<file path="src/rtl/posit_data_extraction.sv">
`default_nettype none
// ============================================================================
// Module      : posit_data_extraction
// Description : Iterative posit field decoder. It scans the regime one bit per
//               cycle and produces the sign, regime, exponent and mantissa.
// Revision    : 1.0 - initial release
// ============================================================================
module posit_data_extraction #(
  parameter int N  = 8,
  parameter int ES = 3,
  parameter int RS = $clog2(N)
) (
  input  logic               clk,
  input  logic               reset,
  input  logic [N-1:0]       In,
  input  logic               in_valid,
  output logic               in_ready,
  output logic               out_valid,
  input  logic               out_ready,
  output logic               Sign,
  output logic [N-2:0]       InRemain,
  output logic signed [RS:0] RegimeValue,
  output logic [ES-1:0]      Exponent,
  output logic [N-ES+2:0]    Mantissa,
  output logic               Zero,
  output logic               NaR
);

  localparam int PW = $clog2(N);
  localparam int FW = N - 1 - ES;

  typedef enum logic [1:0] {
    S_IDLE = 2'd0,
    S_SCAN = 2'd1,
    S_DONE = 2'd2
  } state_t;

  state_t        r_state;
  logic [N-2:0]  r_rem;
  logic          r_lead;
  logic [PW-1:0] r_pos;
  logic [RS-1:0] r_run;

  logic [N-2:0]  w_mag;
  logic          w_zero;
  logic          w_nar;
  logic          w_term;
  logic          w_last;
  logic [RS-1:0] w_run_fin;
  logic [RS:0]   w_run_ext;
  logic [RS:0]   w_regime;
  logic [PW-1:0] w_shamt;
  logic [N-2:0]  w_tail;

  // Low N-1 bits of -In equal the two's complement of the low N-1 bits alone.
  assign w_mag  = In[N-1] ? (~In[N-2:0] + 1'b1) : In[N-2:0];
  assign w_zero = (In == '0);
  assign w_nar  = (In == {1'b1, {(N-1){1'b0}}});

  assign w_term    = (r_rem[r_pos] != r_lead);
  assign w_last    = w_term || (r_pos == '0);
  assign w_run_fin = w_term ? r_run : r_run + 1'b1;
  assign w_run_ext = {1'b0, w_run_fin};
  assign w_regime  = r_lead ? (w_run_ext - 1'b1) : (-w_run_ext);

  // Left-align the bits below the terminator; an exhausted run leaves none.
  assign w_shamt = PW'(N - 1) - r_pos;
  assign w_tail  = w_term ? (r_rem << w_shamt) : '0;

  assign in_ready  = (r_state == S_IDLE);
  assign out_valid = (r_state == S_DONE);
  assign InRemain  = r_rem;

  always_ff @(posedge clk) begin
    if (reset) begin
      r_state     <= S_IDLE;
      r_rem       <= '0;
      r_lead      <= 1'b0;
      r_pos       <= '0;
      r_run       <= '0;
      Sign        <= 1'b0;
      RegimeValue <= '0;
      Exponent    <= '0;
      Mantissa    <= '0;
      Zero        <= 1'b0;
      NaR         <= 1'b0;
    end else begin
      unique case (r_state)
        S_IDLE: begin
          if (in_valid) begin
            Sign        <= In[N-1];
            r_rem       <= w_mag;
            r_lead      <= w_mag[N-2];
            r_run       <= RS'(1);
            r_pos       <= PW'(N - 3);
            Zero        <= w_zero;
            NaR         <= w_nar;
            RegimeValue <= '0;
            Exponent    <= '0;
            Mantissa    <= '0;
            r_state     <= (w_zero || w_nar) ? S_DONE : S_SCAN;
          end
        end
        S_SCAN: begin
          if (w_last) begin
            r_run       <= w_run_fin;
            RegimeValue <= w_regime;
            Exponent    <= w_tail[N-2 -: ES];
            Mantissa    <= {1'b1, w_tail[FW-1:0], 3'b000};
            r_state     <= S_DONE;
          end else begin
            r_run <= r_run + 1'b1;
            r_pos <= r_pos - 1'b1;
          end
        end
        S_DONE: begin
          if (out_ready) begin
            r_state <= S_IDLE;
          end
        end
        default: r_state <= S_IDLE;
      endcase
    end
  end

endmodule
`default_nettype wire

</file>
<file path="config.mk">
export PLATFORM = sky130hd
export DESIGN_NAME = posit_data_extraction
export DESIGN_NICKNAME = d
export VERILOG_FILES = /design/src/rtl/posit_data_extraction.sv
export SDC_FILE = /design/constraint.sdc
export NUM_CORES = 1
export LEC_CHECK = 0
export ABC_AREA = 1
export CAP_MARGIN = 0
export CORE_AREA = 8 8 83 85
export DETAILED_ROUTE_END_ITERATION = 10
export DIE_AREA = 0 0 91 93
export DONT_BUFFER_PORTS = 1
export PLACE_DENSITY = 0.48
export SLEW_MARGIN = 0
export SYNTH_ARGS = -nofsm -noshare
export SYNTH_HDL_FRONTEND = slang
export SYNTH_SLANG_ARGS = --single-unit
</file>
<file path="constraint.sdc">
create_clock -name clk -period 4 [get_ports clk]
set_clock_uncertainty 0.1 [all_clocks]
set_input_delay 0.8 -clock clk [delete_from_list [all_inputs] [get_ports clk]]
set_output_delay 0.8 -clock clk [all_outputs]
set_load 0.005 [all_outputs]
</file>
==> metrics.md, run 1 <==
| Metric | Value |
|---|---|
| FFs w/ async S/R, synth | `0%` |
| HP Class | `reg2reg` |
| Pint | `0.595 mW` |
| WP data required | `4.08 ns` |
| Top Ports | `39` |
| 1st-iter DRT viols | `58` |
| First-pass GRT wire length | `7330 um` |
| Mapped Avg Cell Area | `7.49 sq um` |
| Combinational Power Share | `35.1%` |
| Area of the die | `8460 sq um` |
| Arrival time at the worst endpoint | `2.61 ns` |
| Post-Synth Adder-Cell Area | `3.31%` |
| Area after DPL | `1890 sq um` |
| Maxcap violations | `0` |
| Yosys warning total | `0` |
| RSZ-0062 raised after global routing | `false` |
| Largest family of logic cells by synthesized area | `simple AND/OR/NAND/NOR gates` |
| Die span in y | `93 um` |
| GP Congestion | `0.833` |
| Post-synthesis simple-gate area fraction | `31.5%` |
| Fin. max-slew vios | `0` |
| PostCTS Resize Cnt | `0` |
| Top cell type's share of synthesized area | `31.8%` |
| PortBufs | `0` |
| Slowest-stage cell, CP | `dfxtp_1` |
| Hold Vio Cnt, Final | `0` |
| Initial antenna violation count | `0` |
| Slew Limit Headroom | `57.4%` |
| Clock Sink Count | `30` |
| Synth Cell Area | `1890 sq um` |
| Worst Setup Path Type | `reg2reg` |
| Min Tclk post-route | `2.53 ns` |
| Setup bufs post-CTS | `0` |
| Sequential area share after synthesis | `31.8%` |
| NetSw | `0.393 mW` |
| Detail Route Antenna Nets | `0` |
| Synth Area in Compound Gates | `17.4%` |
| CP most frequent cell | `nand2_1` |
| CTS tree | `yes` |
| Worst-path maximum fanout | `11` |
| Setup TNS | `0 ns` |
| Fmax | `395 MHz` |
| Post-CTS Hold Buffers | `0` |
| Biggest cell delay along the critical path | `0.62 ns` |
| Initial Util | `33.3%` |
| Most common cell in the synthesized netlist | `nand2_1` |
| Post-synthesis mux area share | `1.06%` |
| Clk root buf | `clkbuf_8` |
| Final nets | `265` |
| CTS Buffer Depth | `2` |
| Yosys cell types | `38` |
| Share of layout cells above drive strength 1 | `18.5%` |
| Sw frac | `39.8%` |
| Detailed Routing Iterations Pass 1 | `6` |
| Post-synth EDFFs | `0` |
| R2R depth | `14` |
| Placed insts | `316` |
| Wire per inst | `13.3 um` |
| Vias per cell | `4.82` |
| Cells after synthesis | `252` |
| Pwr Density | `500 nW/um^2` |
| Non-Filler Instances | `324` |
| Total CTS buffers | `5` |
| Slew @ Worst Pin | `0.637 ns` |
| Clock power share | `25.5%` |
| Die width | `91 um` |
| # fillers | `658` |
| Rows | `28` |
| Synth-to-layout area growth | `4.71%` |
| Seq cells post-synth | `30` |
| Commonest cells post-synth | `nand2_1, dfxtp_1, inv_1` |
| Yosys top cell by area | `dfxtp_1` |
| Critical Path Sink Type | `register` |
| Via count | `1,563` |
| Maximum VDD drop | `0.146 mV` |
| Post-route design area | `1980 sq um` |
| Total Routing Usage GR | `10.5%` |
| Fin crit share | `63.3%` |
| Core ar. | `5680 sq um` |
| Top cells by area, synth | `dfxtp_1, nand2_1, nand3_1` |
| Post-Synth XOR/XNOR Area | `2.78%` |
| Cells along the critical path | `inv_2 -> nand2_1 -> nand3_2 -> nand2_2 -> nand2_2 -> nand3_4 -> nand2_4 -> nand2_1 -> nand2_1 -> ha_1 -> xor2_1 -> or2_2 -> nand3_1 -> a21oi_2` |
| Largest net degree at the start of global routing | `22` |
| Clk_lat worst skew | `0.28 ns` |
| Outcome | `finished, final reports clean` |
| Post-route DRC | `0` |
| Hpwl dp | `3350 um` |
| N_diodes | `0` |
| CP Launch Type | `register` |
| WHS Path Cells | `2` |
| H-tree Lvls | `2` |
| DRT Wirelength | `4300 um` |
| Clock-pin slew on the worst setup and hold paths | `0.07 ns` |
| Sequential Power Share | `39.4%` |
| Vias in the first global route | `1,566` |
| Ys flop type | `dfxtp_1` |
| Fin util | `34.8%` |
| Final Power | `0.988 mW` |
| Final setup violation count | `0` |
| Leakage | `0.838 nW` |
| Grt total ovfl | `0` |
-- through the flow --
| step | hold slack [ns] | setup slack (ns) |
|---|---|---|
| after floorplan | 0.355 | 1.92 |
| after global placement | 0.373 | 1.53 |
| after detailed placement | 0.375 | 1.45 |
| after CTS | 0.387 | 1.46 |
| after global routing | 0.401 | 1.23 |
| final | 0.380 | 1.47 |
-- cell type report --
| type | count | area, sq um | share of cell area, % |
|---|---|---|---|
| inverters | 29 | 114 | 5.76 |
| well taps | 75 | 93.8 | 4.75 |
| flip-flops and latches | 30 | 601 | 30.4 |
| repair buffers | 1 | 7.51 | 0.380 |
| clock inverters | 1 | 5.00 | 0.253 |
| clock buffers | 7 | 86.3 | 4.37 |
| multi-input cells | 181 | 1070 | 54.1 |
-- logic make-up (layout without fill, tap and decap cells) --
group / after synthesis / count (layout)
AND/OR/NAND/NOR: 113 / 113
multiplexers: 2 / 2
flip-flops: 30 / 30
other: 1 / 3
AO/OA/AOI/OAI: 52 / 52
adder cells (fa/ha/maj): 5 / 5
XOR/XNOR: 6 / 6
buffers and inverters: 43 / 38
-- cells in the final DEF (no fill, tap or decap), types with 3 or more instances in the layout --
cell type,netlist,layout
clkbuf_8,0,6
nand2_2,15,15
ha_1,5,5
nand2_4,4,4
dfxtp_1,30,30
a31oi_1,3,3
inv_1,26,26
nand3_2,3,3
a21oi_1,15,15
a21oi_2,9,9
nand3_1,24,24
nand2_1,40,40
o21ai_0,15,15
nor2_1,18,18
xor2_1,5,5
conb_1,1,3
-- power groups by stage --
stage / clock, mW / combinational, mW / sequential, mW
floorplan: 0 / 0.342 / 0.366
global placement: 0 / 0.352 / 0.397
detailed placement: 0 / 0.350 / 0.398
CTS: 0.264 / 0.352 / 0.391
global route: 0.277 / 0.402 / 0.397
finish: 0.252 / 0.347 / 0.389
-- registers in the layout, indices dropped and copies added (netlist names) --
signal,flops
Exponent,3
r_pos,3
Zero,1
NaR,1
Sign,1
RegimeValue,4
InRemain,7
r_state,2
Mantissa,5
r_run,3
-- routing by layer --
layer	wire length [um]	GRT usage, %
met1	1940	11.9
met2	1960	17.4
met3	316	3.85
met4	81	4.77
met5	0	0
-- critical path: cells and delay by family (launching register included) --
family          cells  cell delay, ns
buf+inv             1            0.15
simple gates       10            1.15
flops               1            0.62
xor+xnor            1            0.15
fa+ha+maj           1            0.23
compound gates      1            0.05
-- worst paths after layout --
| check | slack (ns) | start | to |
|---|---|---|---|
| worst max-delay path | 1.47 | r_pos[0] | RegimeValue[2] |
| worst min-delay path | 0.38 | Exponent[1] | Exponent[1] |
| worst max register to register | 1.47 | r_pos[0] | RegimeValue[2] |
| worst min register to register | 0.38 | Exponent[1] | Exponent[1] |
(Power assumes the default switching activity.)
==> run 2, diff against run 1 <==
--- a/config.mk
+++ b/config.mk
@@ -5,13 +5,13 @@
 export SDC_FILE = /design/constraint.sdc
 export NUM_CORES = 1
 export LEC_CHECK = 0
-export ABC_AREA = 1
+export ABC_AREA = 0
 export CAP_MARGIN = 0
-export CORE_AREA = 8 8 83 85
+export CORE_AREA = 8 8 84 86
 export DETAILED_ROUTE_END_ITERATION = 10
-export DIE_AREA = 0 0 91 93
+export DIE_AREA = 0 0 92 94
 export DONT_BUFFER_PORTS = 1
-export PLACE_DENSITY = 0.48
+export PLACE_DENSITY = 0.49
 export SLEW_MARGIN = 0
 export SYNTH_ARGS = -nofsm -noshare
 export SYNTH_HDL_FRONTEND = slang
==> constraint.sdc (replaced) <==
create_clock -name clk -period 2.3 [get_ports clk]
set_clock_uncertainty 0.1 [all_clocks]
set_input_delay 0.46 -clock clk [delete_from_list [all_inputs] [get_ports clk]]
set_output_delay 0.46 -clock clk [all_outputs]
set_load 0.005 [all_outputs]
==> run 2 against run 1 <==
Effect of this change:
- total power rose by 91%
- synthesized cell count fell by 7.5%
- clock power rose by 80%
- non-clock buffer count rose by 33
- sequential share of layout area fell by 5.1 points
- global-route usage rose by 2.1 points
- largest cell class unchanged
- highest routed layer unchanged
==> metrics.md, run 2 <==
| Metric | Value |
|---|---|
| Worst r2r dst | `RegimeValue[1] (was RegimeValue[2])` |
| Post-synth EDFFs | `0 (unchanged)` |
| Core ar. | `5750 sq um (was 5680 sq um)` |
| Maximum VDD drop | `0.438 mV (was 0.146 mV)` |
| R2R Setup Slk | `0.006 ns (was 1.47 ns)` |
| Critical Path Sink Type | `register (unchanged)` |
| FF-to-FF Start | `r_pos[1] (was r_pos[0])` |
| Post-route design area | `2420 sq um (was 1980 sq um)` |
| Delay-heaviest family, CP | `compound AO/OA/AOI/OAI gates (was simple AND/OR/NAND/NOR gates)` |
| Max reg flops | `7 (unchanged)` |
| Fin. max-slew vios | `0 (unchanged)` |
| CP Launch Type | `register (unchanged)` |
| Total CTS buffers | `5 (unchanged)` |
| Arrival time at the worst endpoint | `2.38 ns (was 2.61 ns)` |
| Mapped Avg Cell Area | `8.29 sq um (was 7.49 sq um)` |
| Clk root buf | `clkbuf_8 (unchanged)` |
| Yosys top cell by area | `dfxtp_1 (unchanged)` |
| Total Routing Usage GR | `12.5% (was 10.5%)` |
| H-tree Lvls | `2 (unchanged)` |
| Share of layout cells above drive strength 1 | `27.9% (was 18.5%)` |
| Commonest cells post-synth | `dfxtp_1, nor2_1, nand2_1 (was nand2_1, dfxtp_1, inv_1)` |
| Hold Path End | `r_pos[2] (was Exponent[1])` |
| Top cells by area, synth | `dfxtp_1, mux2i_1, nor2_1 (was dfxtp_1, nand2_1, nand3_1)` |
| Seq cells post-synth | `30 (unchanged)` |
| Commonest non-fill, non-tap cell in the layout | `buf_4 (was nand2_1)` |
| Slew Limit Headroom | `62.3% (was 57.4%)` |
| Hold Vio Cnt, Final | `0 (unchanged)` |
| Most common cell in the synthesized netlist | `dfxtp_1 (was nand2_1)` |
| Largest net degree at the start of global routing | `27 (was 22)` |
| RSZ-0062 raised after global routing | `true (was false)` |
| Final hold slack | `0.132 ns (was 0.380 ns)` |
| Cells along the critical path | `mux2i_2 -> buf_4 -> a22oi_2 -> nand3_2 -> and2_4 -> nor2_4 -> a21oi_2 -> ha_1 -> a2111oi_4 -> nor3_1 -> a21o_1 (was inv_2 -> nand2_1 -> nand3_2 -> nand2_2 -> nand2_2 -> nand3_4 -> nand2_4 -> nand2_1 -> nand2_1 -> ha_1 -> xor2_1 -> or2_2 -> nand3_1 -> a21oi_2)` |
| Final nets | `274 (was 265)` |
| Clock Sink Count | `30 (unchanged)` |
| DRT Wirelength | `5280 um (was 4300 um)` |
| Synth Cell Area | `1930 sq um (was 1890 sq um)` |
| WP buf/inv | `1 (unchanged)` |
| Final setup violation count | `0 (unchanged)` |
| HP Class | `in2reg (was reg2reg)` |
| Maxcap violations | `0 (unchanged)` |
| CTS tree | `yes (unchanged)` |
| Via count | `1,751 (was 1,563)` |
| Outcome | `finished, final reports clean (unchanged)` |
| Vias in the first global route | `1,729 (was 1,566)` |
| Top Ports | `39 (unchanged)` |
| FFs w/ async S/R, synth | `0% (unchanged)` |
| Leakage | `0.936 nW (was 0.838 nW)` |
| Slew @ Worst Pin | `0.561 ns (was 0.637 ns)` |
| Yosys cell types | `58 (was 38)` |
| Hpwl dp | `3970 um (was 3350 um)` |
| Ys flop type | `dfxtp_1 (unchanged)` |
| WP data required | `2.39 ns (was 4.08 ns)` |
| Yosys warning total | `0 (unchanged)` |
| Slowest-stage cell, CP | `dfxtp_4 (was dfxtp_1)` |
| Setup WS pre-CTS | `-0.155 ns (was 1.45 ns)` |
| Initial Util | `33.6% (was 33.3%)` |
| Worst Setup Path Type | `reg2reg (unchanged)` |
| Placed insts | `322 (was 316)` |
| First-pass GRT wire length | `8710 um (was 7330 um)` |
| Clock-pin slew on the worst setup and hold paths | `0.07 ns (about the same)` |
| Min Tclk post-route | `2.29 ns (was 2.53 ns)` |
| R2R depth | `11 (was 14)` |
| Area of the die | `8650 sq um (was 8460 sq um)` |
| HP Start | `reset (was Exponent[1])` |
| 1st-iter DRT viols | `112 (was 58)` |
| Sequential area share after synthesis | `31.1% (was 31.8%)` |
| Vias per cell | `5.26 (was 4.82)` |
| PortBufs | `0 (unchanged)` |
| GP Congestion | `0.814 (was 0.833)` |
| Initial antenna violation count | `0 (unchanged)` |
| Die width | `92 um (was 91 um)` |
| Grt total ovfl | `0 (unchanged)` |
| Worst-path maximum fanout | `5 (was 11)` |
| Pwr Density | `778 nW/um^2 (was 500 nW/um^2)` |
| Area after DPL | `2200 sq um (was 1890 sq um)` |
| Final worst slack | `0.00555 ns (was 1.47 ns)` |
| N_diodes | `0 (unchanged)` |
| Fmax | `436 MHz (was 395 MHz)` |
| Most frequent cells in the layout | `buf_4, dfxtp_1, nor2_1 (was nand2_1, dfxtp_1, inv_1)` |
| Non-Filler Instances | `333 (was 324)` |
| Rows | `28 (unchanged)` |
| Die span in y | `94 um (was 93 um)` |
| Wire per inst | `15.9 um (was 13.3 um)` |
| Fin crit share | `99.8% (was 63.3%)` |
| CP Depth | `11 (was 14)` |
| Clk_lat worst skew | `0.29 ns (was 0.28 ns)` |
| Synth-to-layout area growth | `25.2% (was 4.71%)` |
| Detailed Routing Iterations Pass 1 | `5 (was 6)` |
| Detail Route Antenna Nets | `0 (unchanged)` |
| CTS Buffer Depth | `2 (unchanged)` |
| Top cell type's share of synthesized area | `31.1% (was 31.8%)` |
| Biggest cell delay along the critical path | `0.38 ns (was 0.62 ns)` |
| WHS Path Cells | `1 (was 2)` |
| Fin util | `42.1% (was 34.8%)` |
| Post-route DRC | `0 (unchanged)` |
| Cells after synthesis | `233 (was 252)` |
run 2: worst max-delay path by stage:
stage / startpoint / endpoint / slack [ns]
3_3_place_gp: r_pos[1] / RegimeValue[1] / -0.1
5_1_grt: r_pos[2] / RegimeValue[1] / -0.11
3_5_place_dp: r_pos[1] / RegimeValue[1] / -0.15
2_1_floorplan: r_pos[1] / RegimeValue[1] / -0.07
6_report: r_pos[1] / RegimeValue[1] / 0.006
4_1_cts: r_pos[1] / RegimeValue[1] / 0.006
run 2: timing repair:
item	CTS	global route
hold buffers	0	0
pin swaps	2	5
buffers inserted	1	2
resized for setup	10	11
endpoints found under the setup margin	10	10
cloned	0	0
run 2: power breakdown:
group / internal [mW] / leakage (nW) / switching, mW / total, mW
Clock: 0.241 / 0.0482 / 0.211 / 0.453
Combinational: 0.406 / 0.641 / 0.399 / 0.805
Sequential: 0.567 / 0.247 / 0.0577 / 0.625
Total: 1.21 / 0.936 / 0.668 / 1.88
run 2: area by class of cell:
type                    count  area (sq um)
flip-flops and latches     30           612
clock inverters             1          5.00
inverters                   8          30.0
fillers                   584          3330
clock buffers               7          86.3
well taps                  75          93.8
multi-input cells         178          1320
repair buffers             34           272
run 2: logic make-up (layout without fill, tap and decap cells):
logic type / Yosys count / count (layout) / share of synthesized area (%)
multiplexers: 12 / 12 / 6.93
flip-flops: 30 / 30 / 31.1
AND/OR/NAND/NOR: 82 / 82 / 21.4
XOR/XNOR: 9 / 9 / 4.08
buffers and inverters: 27 / 50 / 7.51
other: 1 / 3 / 0.194
AO/OA/AOI/OAI: 67 / 67 / 25.5
adder cells (fa/ha/maj): 5 / 5 / 3.24
run 2: worst reg2reg max path, delay by kind of cell (launching register included):
kind / cells / cell delay, ns
AOI/OAI and AO/OA: 4 / 0.66
adders and majority gates: 1 / 0.31
buffers and inverters: 1 / 0.15
DFF: 1 / 0.38
muxes: 1 / 0.16
and+or+nand+nor: 4 / 0.44
run 2: stage by stage:
step	total power [mW]	TNS, ns
after global routing	2.00	-0.236
after floorplan	1.12	-0.0788
after detailed placement	1.35	-0.609
after global placement	1.35	-0.423
after CTS	1.83	0
final	1.88	0
run 2: routing by layer:
metal	global-route usage, %	wire, um	up-vias
met5	0	0	-
met4	4.83	80	0
met3	4.48	441	6
met1	15.2	2460	805
li1	-	-	890
met2	19.8	2290	50
==> run 3, diff against run 2 <==
--- a/config.mk
+++ b/config.mk
@@ -7,11 +7,11 @@
 export LEC_CHECK = 0
 export ABC_AREA = 0
 export CAP_MARGIN = 0
-export CORE_AREA = 8 8 84 86
+export CORE_AREA = 2 2 78 80
 export DETAILED_ROUTE_END_ITERATION = 10
-export DIE_AREA = 0 0 92 94
+export DIE_AREA = 0 0 80 82
 export DONT_BUFFER_PORTS = 1
-export PLACE_DENSITY = 0.49
+export PLACE_DENSITY = 0.48
 export SLEW_MARGIN = 0
 export SYNTH_ARGS = -nofsm -noshare
 export SYNTH_HDL_FRONTEND = slang
==> constraint.sdc (replaced) <==
create_clock -name clk -period 2.8 [get_ports clk]
set_clock_uncertainty 0.1 [all_clocks]
set_input_delay 0.56 -clock clk [delete_from_list [all_inputs] [get_ports clk]]
set_output_delay 0.56 -clock clk [all_outputs]
set_load 0.005 [all_outputs]
==> run 3 against run 2 <==
Effect of this change:
- combinational power fell by 38%
- hold slack better by 0.098 ns
- worst setup slack improved by 0.21 ns
- flip-flop and latch count is the same
- global-route usage up 3.0 points
- clock-buffer cell count fell by 1
- cell area is 10% lower
- largest cell class unchanged
- highest routed layer unchanged
==> metrics.md, run 3 (synthesized netlist as in run 2, its figures left out) <==
| Metric | Value |
|---|---|
| Rows | `28 (unchanged)` |
| Fin. max-slew vios | `0 (unchanged)` |
| Slew @ Worst Pin | `0.584 ns (was 0.561 ns)` |
| Largest net degree at the start of global routing | `27 (unchanged)` |
| N_diodes | `0 (unchanged)` |
| Total Routing Usage GR | `15.5% (was 12.5%)` |
| WP data required | `2.89 ns (was 2.39 ns)` |
| PortBufs | `0 (unchanged)` |
| Detailed Routing Iterations Pass 1 | `4 (was 5)` |
| Critical Path Sink Type | `register (unchanged)` |
| Hpwl dp | `3610 um (was 3970 um)` |
| Initial Util | `33.6% (unchanged)` |
| Wire per inst | `15.2 um (was 15.9 um)` |
| DRT Wirelength | `4840 um (was 5280 um)` |
| Final Power | `1.38 mW (was 1.88 mW)` |
| Min Tclk post-route | `2.59 ns (was 2.29 ns)` |
| Maximum VDD drop | `0.243 mV (was 0.438 mV)` |
| Most frequent cells in the layout | `dfxtp_1, nor2_1, nand2_1 (was buf_4, dfxtp_1, nor2_1)` |
| # fillers | `602 (was 584)` |
| Commonest non-fill, non-tap cell in the layout | `dfxtp_1 (was buf_4)` |
| Initial antenna violation count | `0 (unchanged)` |
| Pint | `0.880 mW (was 1.21 mW)` |
| Die width | `80 um (was 92 um)` |
| Area of the multi-input gates | `1210 sq um (was 1320 sq um)` |
| Worst Setup Path Type | `reg2reg (unchanged)` |
| HP Class | `in2reg (unchanged)` |
| Placed insts | `310 (was 322)` |
| Worst-path maximum fanout | `10 (was 5)` |
| Detail Route Antenna Nets | `0 (unchanged)` |
| Final setup violation count | `0 (unchanged)` |
| Clock Sink Count | `30 (unchanged)` |
| GR Util met1 | `20.9% (was 15.2%)` |
| GR peak layer | `met2 (unchanged)` |
| Synth-to-layout area growth | `12.4% (was 25.2%)` |
| Final nets | `259 (was 274)` |
| Hold Vio Cnt, Final | `0 (unchanged)` |
| Core ar. | `5750 sq um (unchanged)` |
| 1st-iter DRT viols | `99 (was 112)` |
| Arrival time at the worst endpoint | `2.68 ns (was 2.38 ns)` |
| Max reg flops | `7 (unchanged)` |
| Share of layout cells above drive strength 1 | `18.5% (was 27.9%)` |
| Combinational Power Share | `36.1% (was 42.8%)` |
| Leakage | `0.831 nW (was 0.936 nW)` |
| Total CTS buffers | `5 (unchanged)` |
| Reg area | `603 sq um (was 612 sq um)` |
| Area of the die | `6560 sq um (was 8650 sq um)` |
| Slowest-stage cell, CP | `dfxtp_2 (was dfxtp_4)` |
| Clock power share | `27.3% (was 24.0%)` |
| Met3 usage in global routing | `4.95% (was 4.48%)` |
| Outcome | `finished, final reports clean (unchanged)` |
| CP Launch Type | `register (unchanged)` |
| Maxcap violations | `0 (unchanged)` |
| CTS Buffer Depth | `2 (unchanged)` |
| CP most frequent cell | `xnor2_1` |
| Sequential Power Share | `36.6% (was 33.2%)` |
| GP Congestion | `0.880 (was 0.814)` |
| Clock-pin slew on the worst setup and hold paths | `0.07 ns (about the same)` |
| Slew Limit Headroom | `61.0% (was 62.3%)` |
| CTS tree | `yes (unchanged)` |
| Fin util | `37.8% (was 42.1%)` |
| Non-Filler Instances | `318 (was 333)` |
| Sw frac | `36.4% (was 35.5%)` |
| NetSw | `0.504 mW (was 0.668 mW)` |
| Vias in the first global route | `1,555 (was 1,729)` |
| Fin crit share | `92.4% (was 99.8%)` |
| Pwr Density | `637 nW/um^2 (was 778 nW/um^2)` |
| Top Ports | `39 (unchanged)` |
| First-pass GRT wire length | `7860 um (was 8710 um)` |
| H-tree Lvls | `2 (unchanged)` |
| Die span in y | `82 um (was 94 um)` |
| Met2 usage | `23.3% (was 19.8%)` |
| Cells along the critical path | `nor2b_1 -> a22o_2 -> nor2_1 -> xnor2_1 -> xnor2_1 -> ha_1 -> a2111oi_0 -> nor3_1 -> a21o_1 (was mux2i_2 -> buf_4 -> a22oi_2 -> nand3_2 -> and2_4 -> nor2_4 -> a21oi_2 -> ha_1 -> a2111oi_4 -> nor3_1 -> a21o_1)` |
| Via count | `1,698 (was 1,751)` |
| Clk root buf | `clkbuf_8 (unchanged)` |
| Post-route DRC | `0 (unchanged)` |
| Grt total ovfl | `0 (unchanged)` |
| Fmax | `387 MHz (was 436 MHz)` |
| Clk_lat worst skew | `0.29 ns (about the same)` |
| Final hold slack | `0.230 ns (was 0.132 ns)` |
| Biggest cell delay along the critical path | `0.38 ns (about the same)` |
| Vias per cell | `5.34 (was 5.26)` |
==> run 3: worst max-delay path, delay by kind of cell (launching register included) <==
| family | cells | cell delay [ns] |
|---|---|---|
| AOI/OAI and AO/OA | 3 | 0.85 |
| and+or+nand+nor | 3 | 0.54 |
| xor gates and xnor gates | 2 | 0.37 |
| DFF | 1 | 0.38 |
| adders and majority gates | 1 | 0.24 |
==> run 3: cell type report <==
type / count / area share, %
inverters: 8 / 1.38
repair buffers: 19 / 6.57
well taps: 75 / 4.32
multi-input cells: 178 / 55.6
clock buffers: 6 / 3.80
clock inverters: 2 / 0.576
flip-flops and latches: 30 / 27.8
==> run 3: path summary, 6_finish.rpt <==
path | slack, ns | end | start | depth (start not counted)
min reg2reg | 0.38 | Mantissa[7] | Mantissa[7] | 2
max | 0.21 | RegimeValue[1] | r_pos[2] | 9
min | 0.23 | r_pos[2] | reset | 1
max reg2reg | 0.21 | RegimeValue[1] | r_pos[2] | 9
==> run 3: through the flow <==
step	TNS (ns)	cell area (sq um)	worst slack (ns)
final	0	2170	0.214
after floorplan	0	1940	0.319
after global placement	0	2060	0.210
after detailed placement	0	2060	0.120
after CTS	0	2160	0.0950
after global routing	-0.00639	2170	-0.00639
==> run 3: what timing repair did <==
action / CTS / global route
buffers inserted: 0 / 0
gates resized for setup: 0 / 5
hold buffers: 0 / 0
endpoints found under the setup margin: 0 / 2
==> run 3: power groups by stage <==
stage | Combinational (mW) | Clock [mW] | Sequential [mW]
after floorplan | 0.386 | 0 | 0.505
after global placement | 0.495 | 0 | 0.513
after detailed placement | 0.492 | 0 | 0.513
after CTS | 0.494 | 0.389 | 0.503
after global routing | 0.555 | 0.406 | 0.513
final | 0.500 | 0.378 | 0.506
==> run 3: layer usage <==
metal | vias to the layer above | part of all wire (%)
met4 | 0 | 1.9
met2 | 53 | 43
met3 | 9 | 6.9
met5 | - | 0
met1 | 775 | 48
li1 | 861 | -
